### config.mk
export PLATFORM = sky130hd
export DESIGN_NAME = bus_arbiter
export DESIGN_NICKNAME = d
export VERILOG_FILES = /design/src/rtl/bus_arbiter.sv
export SDC_FILE = /design/constraint.sdc
export NUM_CORES = 1
export LEC_CHECK = 0
export CAP_MARGIN = 20
export CORE_AREA = 2 2 87 89
export DETAILED_ROUTE_END_ITERATION = 8
export DIE_AREA = 0 0 89 91
export PLACE_DENSITY_LB_ADDON = 0.3
export SLEW_MARGIN = 30
export SYNTH_ARGS = -nofsm -noshare
export SYNTH_HDL_FRONTEND = slang
export SYNTH_SLANG_ARGS = --single-unit
### constraint.sdc
create_clock -name clock -period 7.6 [get_ports clock]
set_clock_uncertainty 0.15 [all_clocks]
set_input_delay 1.14 -clock clock [delete_from_list [all_inputs] [get_ports clock]]
set_output_delay 1.14 -clock clock [all_outputs]
set_load 0.02 [all_outputs]
### src/rtl/bus_arbiter.sv
// rtl/bus_arbiter.sv - round-robin bus arbiter granting fixed-length frames to 16 nodes
// Frames are FRAME_LEN cycles long, followed by GAP_LEN idle cycles and one IDLE evaluation cycle.
module bus_arbiter #(
    parameter int FRAME_LEN = 84,
    parameter int GAP_LEN   = 2
) (
    input  logic        clock,
    input  logic        reset,
    input  logic        enable,
    input  logic [15:0] req,
    output logic [15:0] mod,
    output logic [3:0]  cur_node,
    output logic        busy,
    output logic        frame_start,
    output logic        frame_done
);

    typedef enum logic [1:0] {
        ST_IDLE  = 2'd0,
        ST_GRANT = 2'd1,
        ST_GAP   = 2'd2
    } state_t;

    // Counter holds (cycle number - 1) within the current frame or gap.
    localparam logic [7:0] FRAME_LAST = 8'(FRAME_LEN - 1);
    localparam logic [7:0] GAP_LAST   = (GAP_LEN > 0) ? 8'(GAP_LEN - 1) : 8'd0;

    state_t      state_q, state_d;
    logic [7:0]  cnt_q, cnt_d;
    logic [3:0]  ptr_q, ptr_d;
    logic [15:0] mod_d;
    logic [3:0]  node_d;
    logic        busy_d;
    logic        start_d;
    logic        done_d;

    logic [3:0]  winner;
    logic        found;
    logic [3:0]  scan_idx;

    // Circular scan starting just after the last granted node; the last
    // granted node itself is examined last.
    always_comb begin
        winner   = ptr_q;
        found    = 1'b0;
        scan_idx = ptr_q;
        for (int i = 1; i <= 16; i++) begin
            scan_idx = ptr_q + 4'(i);
            if (!found && req[scan_idx]) begin
                winner = scan_idx;
                found  = 1'b1;
            end
        end
    end

    always_comb begin
        state_d = state_q;
        cnt_d   = cnt_q;
        ptr_d   = ptr_q;
        mod_d   = mod;
        node_d  = cur_node;
        busy_d  = busy;
        start_d = 1'b0;
        done_d  = 1'b0;

        case (state_q)
            ST_IDLE: begin
                mod_d  = 16'd0;
                busy_d = 1'b0;
                if (enable && found) begin
                    state_d = ST_GRANT;
                    cnt_d   = 8'd0;
                    ptr_d   = winner;
                    mod_d   = 16'd1 << winner;
                    node_d  = winner;
                    busy_d  = 1'b1;
                    start_d = 1'b1;
                    done_d  = (FRAME_LAST == 8'd0);
                end
            end

            ST_GRANT: begin
                if (cnt_q == FRAME_LAST) begin
                    mod_d   = 16'd0;
                    busy_d  = 1'b0;
                    cnt_d   = 8'd0;
                    state_d = (GAP_LEN > 0) ? ST_GAP : ST_IDLE;
                end else begin
                    cnt_d  = cnt_q + 8'd1;
                    done_d = ((cnt_q + 8'd1) == FRAME_LAST);
                end
            end

            ST_GAP: begin
                mod_d  = 16'd0;
                busy_d = 1'b0;
                if (cnt_q == GAP_LAST) begin
                    state_d = ST_IDLE;
                    cnt_d   = 8'd0;
                end else begin
                    cnt_d = cnt_q + 8'd1;
                end
            end

            default: begin
                state_d = ST_IDLE;
                cnt_d   = 8'd0;
                mod_d   = 16'd0;
                busy_d  = 1'b0;
            end
        endcase
    end

    always_ff @(posedge clock) begin
        if (reset) begin
            state_q     <= ST_IDLE;
            cnt_q       <= 8'd0;
            ptr_q       <= 4'd15;
            mod         <= 16'd0;
            cur_node    <= 4'd0;
            busy        <= 1'b0;
            frame_start <= 1'b0;
            frame_done  <= 1'b0;
        end else begin
            state_q     <= state_d;
            cnt_q       <= cnt_d;
            ptr_q       <= ptr_d;
            mod         <= mod_d;
            cur_node    <= node_d;
            busy        <= busy_d;
            frame_start <= start_d;
            frame_done  <= done_d;
        end
    end

endmodule
==> results.sh <==
export IMPL_avgSynthCellArea_um2=8.71
export IMPL_ff2ff_setup_slack_ns=2.09
export IMPL_dpl_hpwl_um=9280
export IMPL_critPathLaunchType="flop"
export IMPL_cts_num_sinks=37
export IMPL_cts_resized_gates=0
export IMPL_synth_edf_count=0
export IMPL_r2r_start="ptr_q[1]"
export IMPL_slew_viol_final=0
export IMPL_place_congestion=1.09
export IMPL_clk_pin_slew_ns=0.08
export IMPL_grt_pass1_vias=3641
export IMPL_max_freq_mhz=182
export IMPL_cts_root_buffer="clkbuf_8"
export IMPL_htree_levels=2
export IMPL_antennaDiodeCount=0
export IMPL_antenna_found_initial=0
export IMPL_cts_setup_buffers=0
export IMPL_die_area_um2=8100
export IMPL_status="complete, no violations"
export IMPL_synth_top_cell_by_area="dfxtp_1"
export IMPL_fp_row_count=31
export IMPL_core_area_um2=7140
export IMPL_drt_pass1_iterations=5
export IMPL_hp_class="flop to flop"
export IMPL_numCtsBuffers=5
export IMPL_cp_endpoint="mod[9]"
export IMPL_critPathLaunch="ptr_q[1]"
export IMPL_areaGrowthSynthToFinish_pct=12.6
export IMPL_port_buffers=41
export IMPL_period_minus_slack_ns=5.51
export IMPL_grt_pass1_wl_um=19000
export IMPL_yosysSeqAreaShare_pct=17.9
export IMPL_start_util_pct=58.1
export IMPL_critPathMaxFanout=24
export IMPL_mostFrequentLayoutCell="nand2_1"
export IMPL_drive_above_1_share_pct=13.0
export IMPL_maxCapViolations=0
export IMPL_crit_type="flop to flop"
export IMPL_yosysWarningCount=0
export IMPL_wl_per_cell_um=20.1
export IMPL_reg2reg_depth=12
export IMPL_yosys_cell_types_count=79
export IMPL_setup_viol=0
export IMPL_r2r_end="mod[9]"
export IMPL_wirelength_um=12200
export IMPL_slew_limit_headroom_pct=33.8
export IMPL_crit_arrival_ns=5.55
export IMPL_num_io_pins=42
export IMPL_finalSetupTns_ns=0
export IMPL_final_period_utilization_pct=72.5
export IMPL_cts_hold_buffers=0
export IMPL_syn_area_um2=4150
export IMPL_vias_per_cell=6.81
export IMPL_yosysTopAreaCellShare_pct=17.9
export IMPL_grt_ovfl_total=0
export IMPL_die_x_um=89
export IMPL_syn_instance_count=476
export IMPL_cts_tree="yes"
export IMPL_synth_area_top_cells="dfxtp_1 18%, mux4_2 13%, mux2i_1 8.0%"
export IMPL_tightest_slew_ns=0.993
export IMPL_crit_path_end_kind="flop"
export IMPL_layout_common_cells="54 x nand2_1, 41 x clkdlybuf4s50_1, 37 x dfxtp_1, 36 x nor2_1, 33 x mux2i_1"
export IMPL_dpl_cell_area_um2=4580
export IMPL_grt_usage_pct=29.6
export IMPL_ys_flop_type="dfxtp_1"
export IMPL_worstPathRequired_ns=7.64
export IMPL_fin_area_um2=4670
export IMPL_clk_latency_ns=0.29
export IMPL_async_reset_ff_share_pct=0
export IMPL_cts_max_path_buffers=2
export IMPL_vias=4124
export IMPL_die_h_um=91
export IMPL_drc=0
export IMPL_synth_nets=509
export IMPL_n_fill_cell=634
export IMPL_hold_violations=0
export IMPL_synth_seq_cells=37
export IMPL_drtAntennaViolNets=0
export IMPL_rsz0062_at_grt="false"
export IMPL_nNetsFinal=539
export IMPL_grt_max_degree=30
export IMPL_dr_first_iter_drc_count=525
## per-layer routing
layer | share of wire, % | wire length, um | GRT usage [%]
met5 | 0 | 0 | 0
met4 | 2.0 | 238 | 4.60
met3 | 9.4 | 1150 | 5.91
met2 | 44 | 5390 | 44.3
met1 | 44 | 5400 | 44.8
## cell families (layout without fill, tap and decap cells)
group | Yosys count | count (layout) | synth area share, %
XOR/XNOR | 15 | 15 | 3.35
flip-flops | 37 | 37 | 17.9
AO/OA/AOI/OAI | 138 | 138 | 24.9
AND/OR/NAND/NOR | 167 | 167 | 20.6
adder cells (fa/ha/maj) | 14 | 14 | 4.22
buffers and inverters | 37 | 68 | 4.74
multiplexers | 68 | 68 | 24.4
## synth_stat cells (4+ instances only)
master	instances
nand2_1	54
dfxtp_1	37
nor2_1	37
mux2i_1	33
a21oi_1	29
mux4_2	24
o21ai_0	18
o31ai_1	18
ha_1	14
inv_1	13
nand3_1	13
mux2_2	10
clkbuf_1	8
xnor2_1	8
a22oi_1	7
nand3b_1	7
nand4_1	7
nor3_1	7
o211ai_1	7
and3_1	6
nand2b_1	6
xor2_1	6
a21o_1	5
and2_1	5
buf_2	5
buf_4	5
nor2b_1	5
o2111ai_1	5
o21ai_1	5
o221ai_1	5
a211oi_1	4
## worst max-delay path, stage by stage (launching register included)
cell and delay [ns]:
dfxtp_1 0.31, buf_4 0.31, inv_1 0.28, ha_1 1.03, mux2i_1 0.26, mux4_2 0.57
mux2i_1 0.73, nor2_2 0.20, a211oi_1 0.28, nor2_1 0.07, o32a_1 0.42, or2_0 0.43
o31ai_1 0.35
## how the worst min path moves through the flow
stage             start  endpoint  slack (ns)  depth (start not counted)
3_5_place_dp     mod[4]    mod[4]        0.29                          2
3_3_place_gp     mod[0]    mod[0]        0.29                          2
6_report         mod[0]    mod[0]        0.30                          2
4_1_cts          mod[4]    mod[4]        0.31                          2
5_1_grt          mod[4]    mod[4]        0.32                          2
2_1_floorplan  cnt_q[1]  cnt_q[1]        0.32                          2
## stage by stage
stage               utilization (%)  setup slack, ns  cells  hold slack (ns)
floorplan                         -             3.26    476            0.323
global placement               64.1             2.21    598            0.289
CTS                            65.4             2.21    606            0.307
global route                   65.4             1.82    606            0.321
finish                         65.4             2.09    606            0.305
detailed placement             64.2             2.26    598            0.288
## sequential cells by signal (all words and copies together), names as in the netlist
name and count:
busy 1, cnt_q 8, cur_node 4, frame_done 1
frame_start 1, mod 16, ptr_q 4, state_q 2
## layout make-up
class | instances | area (um^2) | share of cell area (%)
multi-input cells | 402 | 3210 | 68.8
inverters | 15 | 62.6 | 1.34
clock buffers | 5 | 68.8 | 1.47
flip-flops and latches | 37 | 741 | 15.9
well taps | 99 | 124 | 2.65
repair buffers | 45 | 440 | 9.43
clock inverters | 3 | 21.3 | 0.456
Power is left out: the tool's default activity adds up to more than one toggle a clock period on the data nets, which glitch-free logic cannot reach.
